--- src/rtl/mem2axi_master.sv ---
// mem2axi_master: converts a simple req/gnt memory port into single-beat
// AXI4 read and write transactions, with one transaction in flight at a time.
module mem2axi_master #(
  parameter int AXI_ADDR_WIDTH = 64,
  parameter int AXI_DATA_WIDTH = 32,
  parameter int AXI_ID_WIDTH   = 11,
  parameter int AXI_USER_WIDTH = 1
) (
  input  logic                        clk_i,
  input  logic                        rst_ni,
  // memory side
  input  logic                        mem_req_i,
  output logic                        mem_gnt_o,
  input  logic                        mem_we_i,
  input  logic [AXI_ADDR_WIDTH-1:0]   mem_addr_i,
  input  logic [AXI_DATA_WIDTH/8-1:0] mem_be_i,
  input  logic [AXI_DATA_WIDTH-1:0]   mem_data_i,
  output logic                        mem_rvalid_o,
  output logic [AXI_DATA_WIDTH-1:0]   mem_data_o,
  output logic                        mem_err_o,
  // AXI write address
  output logic [AXI_ID_WIDTH-1:0]     axi_aw_awid,
  output logic [AXI_ADDR_WIDTH-1:0]   axi_aw_awaddr,
  output logic [7:0]                  axi_aw_awlen,
  output logic [2:0]                  axi_aw_awsize,
  output logic [1:0]                  axi_aw_awburst,
  output logic                        axi_aw_awlock,
  output logic [3:0]                  axi_aw_awcache,
  output logic [2:0]                  axi_aw_awprot,
  output logic [3:0]                  axi_aw_awqos,
  output logic [3:0]                  axi_aw_awregion,
  output logic [AXI_USER_WIDTH-1:0]   axi_aw_awuser,
  output logic                        axi_aw_awvalid,
  input  logic                        axi_aw_awready,
  // AXI write data
  output logic [AXI_DATA_WIDTH-1:0]   axi_w_wdata,
  output logic [AXI_DATA_WIDTH/8-1:0] axi_w_wstrb,
  output logic                        axi_w_wlast,
  output logic [AXI_USER_WIDTH-1:0]   axi_w_wuser,
  output logic                        axi_w_wvalid,
  input  logic                        axi_w_wready,
  // AXI write response
  input  logic [AXI_ID_WIDTH-1:0]     axi_b_bid,
  input  logic [1:0]                  axi_b_bresp,
  input  logic [AXI_USER_WIDTH-1:0]   axi_b_buser,
  input  logic                        axi_b_bvalid,
  output logic                        axi_b_bready,
  // AXI read address
  output logic [AXI_ID_WIDTH-1:0]     axi_ar_arid,
  output logic [AXI_ADDR_WIDTH-1:0]   axi_ar_araddr,
  output logic [7:0]                  axi_ar_arlen,
  output logic [2:0]                  axi_ar_arsize,
  output logic [1:0]                  axi_ar_arburst,
  output logic                        axi_ar_arlock,
  output logic [3:0]                  axi_ar_arcache,
  output logic [2:0]                  axi_ar_arprot,
  output logic [3:0]                  axi_ar_arqos,
  output logic [3:0]                  axi_ar_arregion,
  output logic [AXI_USER_WIDTH-1:0]   axi_ar_aruser,
  output logic                        axi_ar_arvalid,
  input  logic                        axi_ar_arready,
  // AXI read data
  input  logic [AXI_ID_WIDTH-1:0]     axi_r_rid,
  input  logic [AXI_DATA_WIDTH-1:0]   axi_r_rdata,
  input  logic [1:0]                  axi_r_rresp,
  input  logic                        axi_r_rlast,
  input  logic [AXI_USER_WIDTH-1:0]   axi_r_ruser,
  input  logic                        axi_r_rvalid,
  output logic                        axi_r_rready
);

  // Every transfer is one full-width beat.
  localparam logic [2:0] LP_SIZE = 3'($clog2(AXI_DATA_WIDTH/8));

  typedef enum logic [2:0] {
    IDLE    = 3'd0,
    WR_REQ  = 3'd1,
    WR_RESP = 3'd2,
    RD_REQ  = 3'd3,
    RD_RESP = 3'd4
  } state_t;

  state_t                        r_state;
  state_t                        w_state_next;
  logic                          r_we;
  logic [AXI_ADDR_WIDTH-1:0]     r_addr;
  logic [AXI_DATA_WIDTH/8-1:0]   r_be;
  logic [AXI_DATA_WIDTH-1:0]     r_data;
  logic                          r_aw_done;
  logic                          r_w_done;
  logic                          r_rvalid;
  logic                          r_err;
  logic [AXI_DATA_WIDTH-1:0]     r_rdata;

  logic                          w_gnt;
  logic                          w_awvalid;
  logic                          w_wvalid;
  logic                          w_bready;
  logic                          w_arvalid;
  logic                          w_rready;
  logic                          w_aw_hs;
  logic                          w_w_hs;
  logic                          w_b_hs;
  logic                          w_r_hs;
  logic                          w_unused;

  assign w_aw_hs = w_awvalid & axi_aw_awready;
  assign w_w_hs  = w_wvalid  & axi_w_wready;
  assign w_b_hs  = w_bready  & axi_b_bvalid;
  assign w_r_hs  = w_rready  & axi_r_rvalid;

  // State register.
  always_ff @(posedge clk_i or negedge rst_ni) begin
    if (!rst_ni) r_state <= IDLE;
    else         r_state <= w_state_next;
  end

  // Next-state and handshake outputs; AW and W each retire independently.
  always_comb begin
    w_state_next = r_state;
    w_gnt        = 1'b0;
    w_awvalid    = 1'b0;
    w_wvalid     = 1'b0;
    w_bready     = 1'b0;
    w_arvalid    = 1'b0;
    w_rready     = 1'b0;
    case (r_state)
      IDLE: begin
        if (mem_req_i) begin
          w_gnt        = 1'b1;
          w_state_next = mem_we_i ? WR_REQ : RD_REQ;
        end
      end
      WR_REQ: begin
        w_awvalid = ~r_aw_done;
        w_wvalid  = ~r_w_done;
        if ((r_aw_done | (~r_aw_done & axi_aw_awready)) &&
            (r_w_done  | (~r_w_done  & axi_w_wready)))
          w_state_next = WR_RESP;
      end
      WR_RESP: begin
        w_bready = 1'b1;
        if (axi_b_bvalid) w_state_next = IDLE;
      end
      RD_REQ: begin
        w_arvalid = 1'b1;
        if (axi_ar_arready) w_state_next = RD_RESP;
      end
      RD_RESP: begin
        w_rready = 1'b1;
        if (axi_r_rvalid) w_state_next = IDLE;
      end
      default: w_state_next = IDLE;
    endcase
  end

  // Capture the memory request on grant; it stays put until the next grant.
  always_ff @(posedge clk_i or negedge rst_ni) begin
    if (!rst_ni) begin
      r_we   <= 1'b0;
      r_addr <= '0;
      r_be   <= '0;
      r_data <= '0;
    end else if (w_gnt) begin
      r_we   <= mem_we_i;
      r_addr <= mem_addr_i;
      r_be   <= mem_be_i;
      r_data <= mem_data_i;
    end
  end

  // Remember which of AW / W has already been accepted in this write.
  always_ff @(posedge clk_i or negedge rst_ni) begin
    if (!rst_ni) begin
      r_aw_done <= 1'b0;
      r_w_done  <= 1'b0;
    end else if (w_gnt) begin
      r_aw_done <= 1'b0;
      r_w_done  <= 1'b0;
    end else begin
      if (w_aw_hs) r_aw_done <= 1'b1;
      if (w_w_hs)  r_w_done  <= 1'b1;
    end
  end

  // Completion pulse, error flag and read data, registered off the response handshake.
  always_ff @(posedge clk_i or negedge rst_ni) begin
    if (!rst_ni) begin
      r_rvalid <= 1'b0;
      r_err    <= 1'b0;
      r_rdata  <= '0;
    end else begin
      r_rvalid <= w_b_hs | w_r_hs;
      if (w_b_hs) r_err <= axi_b_bresp[1];
      if (w_r_hs) begin
        r_err   <= axi_r_rresp[1];
        r_rdata <= axi_r_rdata;
      end
    end
  end

  // Grant is combinational but must stay low while reset is held.
  assign mem_gnt_o    = w_gnt & rst_ni;
  assign mem_rvalid_o = r_rvalid;
  assign mem_err_o    = r_err;
  assign mem_data_o   = r_rdata;

  assign axi_aw_awid     = '0;
  assign axi_aw_awaddr   = r_addr;
  assign axi_aw_awlen    = 8'd0;
  assign axi_aw_awsize   = LP_SIZE;
  assign axi_aw_awburst  = 2'b01;
  assign axi_aw_awlock   = 1'b0;
  assign axi_aw_awcache  = 4'b0000;
  assign axi_aw_awprot   = 3'b000;
  assign axi_aw_awqos    = 4'd0;
  assign axi_aw_awregion = 4'd0;
  assign axi_aw_awuser   = '0;
  assign axi_aw_awvalid  = w_awvalid;

  assign axi_w_wdata  = r_data;
  assign axi_w_wstrb  = r_be;
  assign axi_w_wlast  = 1'b1;
  assign axi_w_wuser  = '0;
  assign axi_w_wvalid = w_wvalid;

  assign axi_b_bready = w_bready;

  assign axi_ar_arid     = '0;
  assign axi_ar_araddr   = r_addr;
  assign axi_ar_arlen    = 8'd0;
  assign axi_ar_arsize   = LP_SIZE;
  assign axi_ar_arburst  = 2'b01;
  assign axi_ar_arlock   = 1'b0;
  assign axi_ar_arcache  = 4'b0000;
  assign axi_ar_arprot   = 3'b000;
  assign axi_ar_arqos    = 4'd0;
  assign axi_ar_arregion = 4'd0;
  assign axi_ar_aruser   = '0;
  assign axi_ar_arvalid  = w_arvalid;

  assign axi_r_rready = w_rready;

  // IDs, user bits, rlast and the low response bit carry no meaning here.
  assign w_unused = ^{axi_b_bid, axi_b_bresp[0], axi_b_buser, axi_r_rid,
                      axi_r_rresp[0], axi_r_rlast, axi_r_ruser, r_we};

endmodule

--- config.mk ---
export PLATFORM = sky130hd
export DESIGN_NAME = mem2axi_master
export DESIGN_NICKNAME = d
export VERILOG_FILES = /design/src/rtl/mem2axi_master.sv
export SDC_FILE = /design/constraint.sdc
export NUM_CORES = 1
export LEC_CHECK = 0
export BUFFER_PORTS_ARGS = -buffer_cell sky130_fd_sc_hd__buf_2
export CORE_AREA = 2 2 179 181
export CTS_CLUSTER_DIAMETER = 200
export DETAILED_ROUTE_END_ITERATION = 10
export DIE_AREA = 0 0 181 183
export PLACE_DENSITY = 0.49
export SLEW_MARGIN = 5
export SYNTH_ARGS = -nofsm -noshare
export SYNTH_HDL_FRONTEND = slang
export SYNTH_SLANG_ARGS = --single-unit
--- constraint.sdc ---
create_clock -name clk_i -period 1.9 [get_ports clk_i]
set_input_delay 0.285 -clock clk_i [delete_from_list [all_inputs] [get_ports clk_i]]
set_output_delay 0.285 -clock clk_i [all_outputs]
set_load 0.02 [all_outputs]
==> summary.md, run 1 <==
| Metric | Value |
|---|---|
| Result of the run | finished, final reports clean |
| CTS clk-pin slew, worst paths | 0.07 ns |
| Crit path time final | about 1.9 ns |
| Share of layout cells above drive strength 1 | around three fifths |
| Post-Route WL | 16250 µm |
| Post-detailed-route count of antenna-violating nets | 0 |
| Sequential area share after synthesis | a little over half |
| Post-synth EDFFs | 0 |
| Maximum clock frequency | between 500 and 600 MHz |
| Worst Clk Skew | just over 0.01 ns |
| Internal Dissipation | about 9500 µW |
| Type of origin of the critical path | flip-flop |
| Cts bufs inserted | 17 |
| Arrival time at the worst endpoint | around 1.6 ns |
| Synthesized cell area | 0.006459 mm² |
| Maximum number of buffers from clock root to sink | 2 |
| Top library cells by usage in the layout, fill and taps aside | 341 x sky130_fd_sc_hd__buf_2, 138 x sky130_fd_sc_hd__dfrtp_1, 84 x sky130_fd_sc_hd__conb_1 |
| Portion of total power attributed to the clock network | 20.0% |
| Ys Warns | 0 |
| DRT Pass-1 Iters | 4 |
| Most common cell after layout, fill and taps aside | sky130_fd_sc_hd__buf_2 |
| Via count of the first global-routing pass | 4184 |
| Half-perimeter wire length after detailed placement | roughly 12000 µm |
| Total GRT Usage | 9.723% |
| Maxcap violations | 0 |
| Final Slew Violations | 0 |
| Tightest Hold Check Type | in2reg |
| Primary flip-flop cell chosen by synthesis mapping | sky130_fd_sc_hd__dfrtp_1 |
| Growth of design area from synthesis to finish | 34.93% |
| Routed WL per cell | 13.63 µm |
| Total of flip-flops plus latches after synthesis | 139 |
| Initial antenna violation count | 0 |
| Critical path class | reg2out |
| CP max FO | 3 |
| Final weighted congestion in routability-driven placement | roughly 0.74 |
| Worst endpoint required time | around 1.6 ns |
| Unrepaired setup endpoints after global routing | true |
| Number of ports placed on the die boundary | 458 |
| First-pass GRT wire length | roughly 24000 µm |
| Total gr overflow | 0 |
| Worst Max-Slew Pin Slew | 0.9225 ns |
| Final clock period utilization by the worst path | between 90% and 100% |
| DRC violation count after routing | 0 |
| Antenna diode instance count | 0 |
| Standard cell core area | between 0.03 and 0.04 mm² |
| Count of port buffers added during placement | between 300 and 400 |
| Final instance area | just under 0.009 mm² |
| Netlist cell types | 28 |
| Leakage Power | around 0.0045 µW |
| Via count | 4295 |
| Switching power as a share of total power | a little over two fifths |
| # clock sinks | ~140 |
| Final setup violating endpoints | 0 |
| Fillers | around 3.3k |
| Total negative setup slack | 0 ns |
| Worst vdd rail ir drop | approximately 0.85 mV |
| Post-synthesis cell count | 470 |
| Total cell area at the placement stage | 0.008008 mm² |
| Starting utilization of the core area | ~21% |
| Maximum number of pins on one net before global-route repair | slightly above 60 |
| Die span in y | around 180 µm |
| Logic pwr share | ~48% |
| H-tree depth | 4 |
| Final core utilization | between 20% and 30% |
| Number of nets in the finished design | approximately 950 |
| Headroom to the max-slew limit | 38.29% |
| Die X-Extent | between 150 and 200 µm |
| Final Hold Vio Count | 0 |
| Average cell area after synthesis | 13.74 µm² |
| Fraction of registers with async set or reset after synthesis | 100.0% |
| Sort of element at the end of the critical path | primary output |
| Clock tree from TritonCTS | built |
| DIE AREA | 0.03312 mm² |
| Number of cell rows | 65 |
| Violation count after the first detailed-routing iteration | 78 |
| Skew-Pair Late Insertion Delay | between 0.4 and 0.5 ns |
| Vias per cell | 3.603 |
| Total power density per cell area | 1897 mW/mm² |
| Cell chosen for the clock root | sky130_fd_sc_hd__clkbuf_16 |
| Reported net switching power | around 7000 µW |
| Sequential Power Share | ~32% |
[cell usage after synthesis, types with 2 or more instances]
cell	count	area share, %
sky130_fd_sc_hd__buf_4	150	17
sky130_fd_sc_hd__dfrtp_1	139	54
sky130_fd_sc_hd__mux2_1	80	14
sky130_fd_sc_hd__mux2_2	53	9.2
sky130_fd_sc_hd__buf_6	11	1.9
sky130_fd_sc_hd__a22o_1	3	0.41
sky130_fd_sc_hd__buf_2	3	0.23
sky130_fd_sc_hd__nand2_1	3	0.17
sky130_fd_sc_hd__nor2_1	3	0.17
sky130_fd_sc_hd__nor3_1	3	0.23
sky130_fd_sc_hd__a21o_1	2	0.23
sky130_fd_sc_hd__conb_1	2	0.12
sky130_fd_sc_hd__inv_1	2	0.12
sky130_fd_sc_hd__o21ai_0	2	0.15
[flip-flops by register name, indices dropped and copies added, names as in the netlist]
register       count
r_aw_done          1
r_state            3
axi_w_wdata       32
mem_err_o          1
mem_rvalid_o       1
axi_w_wstrb        4
axi_ar_araddr     64
r_w_done           1
mem_data_o        32
[metrics by stage]
step	setup WS (ns)	std cells	hold WS (ns)	total power, µW
floorplan	0.2571	552	-0.01059	11190
global placement	0.2254	1156	0.1404	13160
global route	-0.04925	1192	0.03243	17540
finish	0.03133	1192	0.06562	16530
CTS	-0.03263	1192	0.02508	16820
detailed placement	0.2094	1156	0.1360	13210
[layout make-up]
class	instances	area, µm²	area share (%)
well taps	402	503.0	5.772
inverters	2	7.507	0.08614
clock inverters	13	141.4	1.622
multi-input cells	246	2074	23.80
flip-flops and latches	139	3480	39.93
clock buffers	18	439.2	5.039
repair buffers	372	2069	23.75
[repair_timing]
item	CTS	global route
pin swaps	1	3
cloned	1	0
setup buffers	3	0
gates resized for setup	10	7
hold buffers	1	0
hold endpoints to repair	31	0
endpoints found under the setup margin	2	6
[path summary, 6_finish.rpt]
kind / start / endpoint / cells past startpoint / slack [ns]
min in group asynchronous: rst_ni / mem_data_o[14]$_DFFE_PN0P_ / 2 / 0.53
max in group asynchronous: rst_ni / axi_ar_araddr[1]$_DFFE_PN0P_ / 4 / 0.24
hold / removal: mem_addr_i[28] / axi_ar_araddr[28]$_DFFE_PN0P_ / 2 / 0.07
setup reg to reg: r_state[2]$_DFFE_PN0P_ / axi_ar_araddr[32]$_DFFE_PN0P_ / 5 / 0.12
hold reg to reg: axi_w_wdata[14]$_DFFE_PN0P_ / axi_w_wdata[14]$_DFFE_PN0P_ / 1 / 0.48
setup / recovery: r_state[2]$_DFFE_PN0P_ / mem_gnt_o / 4 / 0.03
[per-layer routing]
layer | share of wire, % | global-route usage [%] | vias up
li1 | - | - | 1977
met1 | 37 | 10.37 | 2050
met2 | 51 | 16.71 | 257
met3 | 10 | 4.587 | 11
met4 | 1.2 | 3.805 | 0
met5 | 0 | 0 | -
[cell families (layout without fill, tap and decap cells)]
kind of cell,count (synthesis),count (layout),synth area share (%)
compound gates,12,12,1.356
buf+inv,167,405,19.76
flops,139,139,53.86
mux,134,134,23.34
other cells,2,84,0.1163
simple gates,16,16,1.569
[critical path, cell delays in order (launching register included)]
cell and delay [ns]:
sky130_fd_sc_hd__dfrtp_1 0.41, sky130_fd_sc_hd__nor4b_4 0.35, sky130_fd_sc_hd__buf_12 0.15, sky130_fd_sc_hd__and2_4 0.13, sky130_fd_sc_hd__buf_6 0.11
[power by group through the flow]
stage	registers, µW	logic [µW]	clock network (µW)
floorplan	7020	4170	0
global placement	5340	7820	0
detailed placement	5360	7860	0
CTS	5340	8020	3460
global route	5540	8420	3580
finish	5310	7920	3300
(Power assumes the default switching activity.)
==> run 2, diff against run 1 <==
==> config.mk (replaced) <==
export PLATFORM = sky130hd
export DESIGN_NAME = mem2axi_master
export DESIGN_NICKNAME = d
export VERILOG_FILES = /design/src/rtl/mem2axi_master.sv
export SDC_FILE = /design/constraint.sdc
export NUM_CORES = 1
export LEC_CHECK = 0
export ABC_AREA = 1
export CORE_AREA = 2 2 180 182
export CTS_CLUSTER_DIAMETER = 200
export DETAILED_ROUTE_END_ITERATION = 10
export DIE_AREA = 0 0 182 184
export DONT_BUFFER_PORTS = 1
export PLACE_DENSITY = 0.37
export REMOVE_ABC_BUFFERS = 1
export SLEW_MARGIN = 5
export SYNTH_ARGS = -nofsm -noshare
export SYNTH_HDL_FRONTEND = slang
export SYNTH_SLANG_ARGS = --single-unit
==> run 2 against run 1 <==
- the run now ends with hold timing left
- sequential share of layout area rose by 3.3 points
- wire length is 7.7% higher
- clock skew decreased by 0.0015 ns
- largest power group is now sequential cells
==> summary.md, run 2 <==
| Metric | Value |
|---|---|
| Result of the run | complete, but fails checks |
| Failing checks | hold timing |
| Routed WL per cell | 14.73 µm (+8.0%) |
| H-tree depth | 4 (unchanged) |
| Portion of total power attributed to the clock network | 21.7% (+1.7 points) |
| Cells along the critical path | inv_2, nand2_2, nor3_4, clkinv_2, nor2_4, buf_6 |
| Cell depth of the worst setup path | 6 (+2) |
| Total gr overflow | 0 (unchanged) |
| Antenna diode instance count | 0 (unchanged) |
| Reported net switching power | 6953 µW (-1.1%) |
| Via count | 4406 (+2.6%) |
| Final clock period utilization by the worst path | 93.46% (-4.9 points) |
| Crit path max-delay cell type | sky130_fd_sc_hd__dfrtp_2 |
| Worst Clk Skew | 0.008919 ns (-0.001474 ns) |
| Crit path buf inv count | 3 (+1) |
| Fraction of registers with async set or reset after synthesis | 100.0% (unchanged) |
| Arrival time at the worst endpoint | 1.49 ns (-0.09 ns) |
| Worst vdd rail ir drop | 0.7036 mV (-18%) |
| Vias per cell | 3.709 (+2.9%) |
| Share of layout cells above drive strength 1 | 10.81% (-48 points) |
| Post-detailed-route count of antenna-violating nets | 0 (unchanged) |
| Cts bufs inserted | 17 (unchanged) |
| Sequential Power Share | 57.1% (+25 points) |
| Tot Pwr | 14240 µW (-14%) |
| Top Usage Layer GRT | met2 |
| Maximum number of buffers from clock root to sink | 2 (unchanged) |
| Total power density per cell area | 1768 mW/mm² (-6.8%) |
| Final Slew Violations | 0 (unchanged) |
| Leakage Power | 0.004083 µW (-8.5%) |
| Delay contributed by the slowest stage of the critical path | 0.41 ns (about the same) |
| Cell chosen for the clock root | sky130_fd_sc_hd__clkbuf_16 |
| Worst endpoint required time | 1.62 ns (about the same) |
| Cell total after placement | 1024 (-11%) |
| Tightest Hold Check Type | in2async |
| DRC violation count after routing | 0 (unchanged) |
| DRT Pass-1 Iters | 4 (unchanged) |
| Worst Max-Slew Pin Slew | 0.5706 ns (-0.3520 ns) |
| Fraction of met3 tracks used by global routing | 4.893% (+0.31 points) |
| Startpoint of the most critical register-to-register path | r_state[2]$_DFFE_PN0P_ |
| # clock sinks | 139 (unchanged) |
| Number of cell rows | 65 (unchanged) |
| Worst hold slack across all endpoints | -0.4465 ns (-0.5121 ns) |
| CTS clk-pin slew, worst paths | 0.06 ns (about the same) |
| Maximum number of pins on one net before global-route repair | 141 (+130%) |
| Total of flip-flops plus latches after synthesis | 139 (unchanged) |
| Headroom to the max-slew limit | 61.96% (+24 points) |
| Netlist cell types | 23 (-18%) |
| Final weighted congestion in routability-driven placement | 0.6894 (-6.3%) |
| Fillers | 3346 (+1.5%) |
| Total GRT Usage | 10.52% (+0.79 points) |
| Die span in y | 184 µm (+0.55%) |
| Final Hold Vio Count | 139 (+139) |
| Global routing met1 resource utilization | 10.64% (+0.26 points) |
| Number of nets in the finished design | 944 (-0.42%) |
| Flip-flop count of the largest register after layout | 64 (unchanged) |
| Most common cell after layout, fill and taps aside | sky130_fd_sc_hd__nand2_1 |
| Switching power as a share of total power | 48.85% (+6.3 points) |
| Total negative setup slack | 0 ns (unchanged) |
| First element of the critical path | r_state[2]$_DFFE_PN0P_ |
| Maxcap violations | 0 (unchanged) |
| Skew-Pair Late Insertion Delay | 0.43 ns (about the same) |
| Die X-Extent | 182 µm (+0.55%) |
| Logic pwr share | 21.2% (-27 points) |
| Starting utilization of the core area | 20.68% (about the same) |
| Average cell area after synthesis | 9.235 µm² (-33%) |
| Ys Warns | 0 (unchanged) |
| Cells on worst reg2reg path | 7 (+2) |
| Growth of design area from synthesis to finish | 24.03% |
| CP max FO | 5 (+2) |
| Post-Route WL | 17490 µm (+7.7%) |
| Crit path time final | 1.776 ns (-0.09286 ns) |
| Post-synth top cells | 318 x sky130_fd_sc_hd__nand2_1, 158 x sky130_fd_sc_hd__buf_4, 139 x sky130_fd_sc_hd__dfrtp_1 |
| Count of port buffers added during placement | 0 (-100%) |
| Fin cells | 1188 (-0.34%) |
| Half-perimeter wire length after detailed placement | 11620 µm (-4.8%) |
| Sort of element at the end of the critical path | primary output |
| Sequential area share after synthesis | 53.57% (-0.28 points) |
| Register-to-register setup slack | 0.31 ns (+0.19 ns) |
| Capture point of the worst path | mem_gnt_o |
| Area contributors post-synth | sky130_fd_sc_hd__dfrtp_1 54%, sky130_fd_sc_hd__nand2_1 18%, sky130_fd_sc_hd__buf_4 18% |
| Post-synthesis cell count | 703 (+50%) |
| Largest area contributor in the synthesized netlist | sky130_fd_sc_hd__dfrtp_1 |
| Primary flip-flop cell chosen by synthesis mapping | sky130_fd_sc_hd__dfrtp_1 |
| Portion of synthesized cell area occupied by the leading cell type | 53.57% (-0.28 points) |
| DIE AREA | 0.03349 mm² (+1.1%) |
| Final core utilization | 25.65% (-2.3 points) |
| Internal Dissipation | 7282 µW (-23%) |
| Synthesized cell area | 0.006492 mm² (+0.52%) |
| Number of ports placed on the die boundary | 458 (unchanged) |
| Maximum clock frequency | 563.1 MHz (+5.2%) |
| Violation count after the first detailed-routing iteration | 102 (+31%) |
| Post-synth EDFFs | 0 (unchanged) |
| Critical path's top delay family | flip-flops |
| Initial antenna violation count | 0 (unchanged) |
| Final setup violating endpoints | 0 (unchanged) |
| Unrepaired setup endpoints after global routing | false |
| Most frequent cell after synthesis | sky130_fd_sc_hd__nand2_1 |
| Standard cell core area | 0.03139 mm² (+0.52%) |
| Via count of the first global-routing pass | 4596 (+9.8%) |
| First-pass GRT wire length | 26230 µm (+9.7%) |
| Critical path class | reg2out |
| Type of origin of the critical path | flip-flop |
| Top library cells by usage in the layout, fill and taps aside | 317 x sky130_fd_sc_hd__nand2_1, 138 x sky130_fd_sc_hd__dfrtp_1, 130 x sky130_fd_sc_hd__dlygate4sd3_1 |
| Critical register-to-register path endpoint | axi_ar_araddr[33]$_DFFE_PN0P_ |
| Clock tree from TritonCTS | built |
| M2 GR Usage | 18.34% (+1.6 points) |
run 2: changes by cell type in the layout (fill, tap and decap cells not counted), sizes merged, moves of 2 or more:
cell | before | now
nand2 | 3 | 318
a22o | 3 | 0
clkinv | 5 | 10
nor2 | 3 | 8
nand3 | 0 | 4
buf | 370 | 13
a21o | 2 | 0
inv | 5 | 15
dlygate4sd3 | 1 | 130
mux2 | 133 | 32
run 2: what timing repair did:
action	in CTS	in global routing
endpoints found under the hold margin	266	142
resized for setup	5	4
hold buffers	127	3
buffers inserted	3	0
pin swaps	1	1
setup endpoints to repair	3	3
run 2: logic make-up after synthesis:
group / after synthesis / share of synthesized area (%)
flip-flops: 139 / 53.57
AO/OA/AOI/OAI: 6 / 0.5203
AND/OR/NAND/NOR: 335 / 19.93
multiplexers: 32 / 5.550
buffers and inverters: 189 / 20.31
other: 2 / 0.1157
run 2: area by class of cell:
class / count / area (µm²) / share of cell area [%]
Timing Repair Buffer: 143 / 1440 / 17.88
Inverter: 16 / 61.31 / 0.7613
Multi-Input combinational cell: 457 / 2034 / 25.26
Clock buffer: 18 / 429.2 / 5.329
Sequential cell: 139 / 3480 / 43.21
Tap cell: 402 / 503.0 / 6.246
Clock inverter: 13 / 105.1 / 1.305
run 2: stage by stage:
step / hold slack, ns / setup WS (ns) / instance area, µm²
floorplan: -0.01059 / -4.001 / 5542
global placement: -0.007219 / 0.2383 / 6165
detailed placement: -0.007479 / 0.2207 / 6165
CTS: -0.4899 / -0.04972 / 8008
global route: -0.4979 / 0.007273 / 8053
finish: -0.4465 / 0.1242 / 8053
run 2: worst min path at each step:
stage,start,endpoint
after floorplan,rst_ni,axi_ar_araddr[0]$_DFFE_PN0P_
after global placement,rst_ni,mem_data_o[24]$_DFFE_PN0P_
after detailed placement,rst_ni,mem_data_o[12]$_DFFE_PN0P_
after CTS,rst_ni,axi_ar_araddr[20]$_DFFE_PN0P_
after global routing,rst_ni,mem_data_o[21]$_DFFE_PN0P_
final,rst_ni,mem_data_o[21]$_DFFE_PN0P_
run 2: worst register-to-register path, stage by stage (launching register included):
cell                      delay, ns
sky130_fd_sc_hd__dfrtp_2       0.41
sky130_fd_sc_hd__inv_2         0.10
sky130_fd_sc_hd__nand2_2       0.08
sky130_fd_sc_hd__nor3_4        0.16
sky130_fd_sc_hd__buf_4         0.16
sky130_fd_sc_hd__buf_4         0.34
sky130_fd_sc_hd__nand2_1       0.20
sky130_fd_sc_hd__nand2_1       0.09
run 2: metal layers:
metal | vias to the layer above | wire, µm
li1 | 2045 | -
met1 | 2042 | 6471
met2 | 292 | 8783
met3 | 27 | 1738
met4 | 0 | 501
met5 | - | 0
run 2: power groups by stage:
stage               logic [µW]  clock network, µW  registers, µW
finish                    3010               3090           8130
global route              3540               3390           8340
CTS                       3060               3230           8140
detailed placement        2810                  0           8170
global placement          2720                  0           8220
floorplan                 2140                  0           7670
==> run 3, diff against run 2 <==
--- a/config.mk
+++ b/config.mk
@@ -6,13 +6,14 @@
 export NUM_CORES = 1
 export LEC_CHECK = 0
 export ABC_AREA = 1
+export BUFFER_PORTS_ARGS = -buffer_cell sky130_fd_sc_hd__buf_2
 export CORE_AREA = 2 2 180 182
 export CTS_CLUSTER_DIAMETER = 200
 export DETAILED_ROUTE_END_ITERATION = 10
 export DIE_AREA = 0 0 182 184
-export DONT_BUFFER_PORTS = 1
-export PLACE_DENSITY = 0.37
+export PLACE_DENSITY = 0.49
 export REMOVE_ABC_BUFFERS = 1
+export SETUP_SLACK_MARGIN = 0.2
 export SLEW_MARGIN = 5
 export SYNTH_ARGS = -nofsm -noshare
 export SYNTH_HDL_FRONTEND = slang
==> run 3 against run 2 <==
- the flow still finishes with violations (hold timing)
- wire length up 3.7%
- via count up 15%
- global-route usage down 0.33 points
- utilization up 1.9 points
- flip-flop and latch count unchanged
- largest cell class unchanged
- maximum frequency up 1.6%
- cell count up 18%
==> summary.md, run 3 (synthesis gave the netlist of run 2 again) <==
| Metric | Value |
|---|---|
| Result of the run | complete, but fails checks |
| Failing checks | hold timing |
| Die span in y | 184 µm (unchanged) |
| Count of hold buffers inserted by post-cts repair | 0 (-100%) |
| Initial antenna violation count | 0 (unchanged) |
| Delay contributed by the slowest stage of the critical path | 0.41 ns (about the same) |
| Crit path max-delay cell type | sky130_fd_sc_hd__dfrtp_2 |
| Final weighted congestion in routability-driven placement | 0.7064 (+2.5%) |
| Crit path buf inv count | 3 (unchanged) |
| Growth of design area from synthesis to finish | 33.17% |
| Internal Dissipation | 8908 µW (+22%) |
| DIE AREA | 0.03349 mm² (unchanged) |
| DRT Pass-1 Iters | 4 (unchanged) |
| Maxcap violations | 0 (unchanged) |
| Fin cells | 1405 (+18%) |
| Total power density per cell area | 1906 mW/mm² (+7.8%) |
| Standard cell core area | 0.03139 mm² (unchanged) |
| Total GRT Usage | 10.19% (-0.33 points) |
| Worst vdd rail ir drop | 0.8031 mV (+14%) |
| Reported net switching power | 7568 µW (+8.8%) |
| Headroom to the max-slew limit | 48.76% (-13 points) |
| CTS clk-pin slew, worst paths | 0.07 ns (about the same) |
| Half-perimeter wire length after detailed placement | 12370 µm (+6.5%) |
| Switching power as a share of total power | 45.93% (-2.9 points) |
| Maximum number of buffers from clock root to sink | 2 (unchanged) |
| Worst Max-Slew Pin Slew | 0.7686 ns (+0.1980 ns) |
| Cts bufs inserted | 17 (unchanged) |
| Worst Clk Skew | 0.01245 ns (+0.003536 ns) |
| Sort of element at the end of the critical path | primary output |
| Logic pwr share | 47.0% (+26 points) |
| Cell chosen for the clock root | sky130_fd_sc_hd__clkbuf_16 |
| Antenna diode instance count | 0 (unchanged) |
| Number of cell rows | 65 (unchanged) |
| Flip-flop count of the largest register after layout | 64 (unchanged) |
| Number of ports placed on the die boundary | 458 (unchanged) |
| Cell total after placement | 1366 (+33%) |
| CP max FO | 2 (-3) |
| Final Hold Vio Count | 17 (-88%) |
| DRC violation count after routing | 0 (unchanged) |
| Cells along the critical path | inv_2, nand2_4, nor3_4, clkinv_2, nor2_4, buf_6 |
| Count of port buffers added during placement | 346 (+346) |
| Final clock period utilization by the worst path | 92.02% (-1.4 points) |
| First-pass GRT wire length | 26390 µm (+0.63%) |
| Maximum number of pins on one net before global-route repair | 140 (-0.71%) |
| Type of origin of the critical path | flip-flop |
| Vias per cell | 3.595 (-3.1%) |
| Worst-case setup margin in the final layout | 0.1516 ns (+0.02741 ns) |
| Crit path time final | 1.748 ns (-0.02741 ns) |
| Fillers | 3423 (+2.3%) |
| Via count | 5051 (+15%) |
| Worst endpoint required time | 1.62 ns (about the same) |
| Post-Route WL | 18140 µm (+3.7%) |
| Final instance area | 0.008646 mm² (+7.4%) |
| Worst hold slack across all endpoints | -0.02443 ns (+0.4220 ns) |
| Multi-input gate area | 0.002067 mm² (+1.6%) |
| Final Slew Violations | 0 (unchanged) |
| Leakage Power | 0.005065 µW (+24%) |
| Post-detailed-route count of antenna-violating nets | 0 (unchanged) |
| Sequential Power Share | 31.9% (-25 points) |
| Routed WL per cell | 12.91 µm (-12%) |
| Top library cells by usage in the layout, fill and taps aside | 339 x sky130_fd_sc_hd__buf_2, 317 x sky130_fd_sc_hd__nand2_1, 137 x sky130_fd_sc_hd__dfrtp_1 |
| Skew-Pair Late Insertion Delay | 0.42 ns (about the same) |
| Place WS | 0.2104 ns (-0.01035 ns) |
| Arrival time at the worst endpoint | 1.46 ns (-0.03 ns) |
| Violation count after the first detailed-routing iteration | 101 (-0.98%) |
| Share of layout cells above drive strength 1 | 43.87% (+33 points) |
| Final setup violating endpoints | 0 (unchanged) |
| Total negative setup slack | 0 ns (unchanged) |
| Tightest Hold Check Type | in2async |
| Clock tree from TritonCTS | built |
| Portion of total power attributed to the clock network | 21.1% (-0.6 points) |
| Sequential cell area | 0.003481 mm² (about the same) |
| Via count of the first global-routing pass | 4637 (+0.89%) |
| Total cell area at the placement stage | 0.007873 mm² (+28%) |
| Critical path's top delay family | flip-flops |
| Critical path class | reg2out |
| H-tree depth | 4 (unchanged) |
| Total gr overflow | 0 (unchanged) |
| Starting utilization of the core area | 20.68% (unchanged) |
| Most common cell after layout, fill and taps aside | sky130_fd_sc_hd__buf_2 |
| Number of nets in the finished design | 1160 (+23%) |
| Die X-Extent | 182 µm (unchanged) |
| Maximum clock frequency | 572.0 MHz (+1.6%) |
| Unrepaired setup endpoints after global routing | true |
| # clock sinks | 139 (unchanged) |
run 3: area by class of cell:
type / instances / share of cell area, %
flip-flops and latches: 139 / 40.26
multi-input cells: 457 / 23.91
repair buffers: 359 / 22.39
well taps: 402 / 5.818
clock buffers: 18 / 5.080
clock inverters: 14 / 1.838
inverters: 16 / 0.7091
run 3: worst paths after layout:
check	from	endpoint	slack, ns	cells after the start
worst max-delay path	r_state[2]$_DFFE_PN0P_	mem_gnt_o	0.15	6
max in group asynchronous	rst_ni	axi_ar_araddr[21]$_DFFE_PN0P_	1.34	2
worst min-delay path	rst_ni	mem_data_o[15]$_DFFE_PN0P_	-0.02	2
worst min register to register	axi_w_wdata[16]$_DFFE_PN0P_	axi_w_wdata[16]$_DFFE_PN0P_	0.47	2
worst max register to register	r_state[1]$_DFFE_PN0P_	mem_err_o$_DFFE_PN0P_	0.37	7
min in group clk_i	mem_addr_i[46]	axi_ar_araddr[46]$_DFFE_PN0P_	0.06	3
run 3: what timing repair did:
| item | CTS | global route |
|---|---|---|
| gates cloned | 0 | 1 |
| pin swaps | 2 | 3 |
| gates resized for setup | 13 | 18 |
| setup buffers | 5 | 1 |
| endpoints found under the setup margin | 5 | 26 |
run 3: power groups by stage:
| stage | combinational, µW | sequential [µW] | clock [µW] |
|---|---|---|---|
| 6_report | 7750 | 5260 | 3470 |
| 5_1_grt | 8420 | 5440 | 3790 |
| 4_1_cts | 7660 | 5280 | 3670 |
| 3_5_place_dp | 7570 | 5290 | 0 |
| 3_3_place_gp | 7520 | 5260 | 0 |
| 2_1_floorplan | 2140 | 7670 | 0 |
run 3: per-stage QoR:
stage	util [%]	total power, µW
2_1_floorplan	-	9809
3_3_place_gp	25.08	12770
3_5_place_dp	25.08	12860
4_1_cts	27.21	16600
5_1_grt	27.54	17650
6_report	27.54	16480
run 3: per-layer routing:
metal,wire [µm],vias to the layer above,track usage (%)
li1,-,2485,-
met1,7634,2284,12.38
met2,8702,273,16.78
met3,1610,9,3.526
met4,189,0,3.581
met5,0,-,0
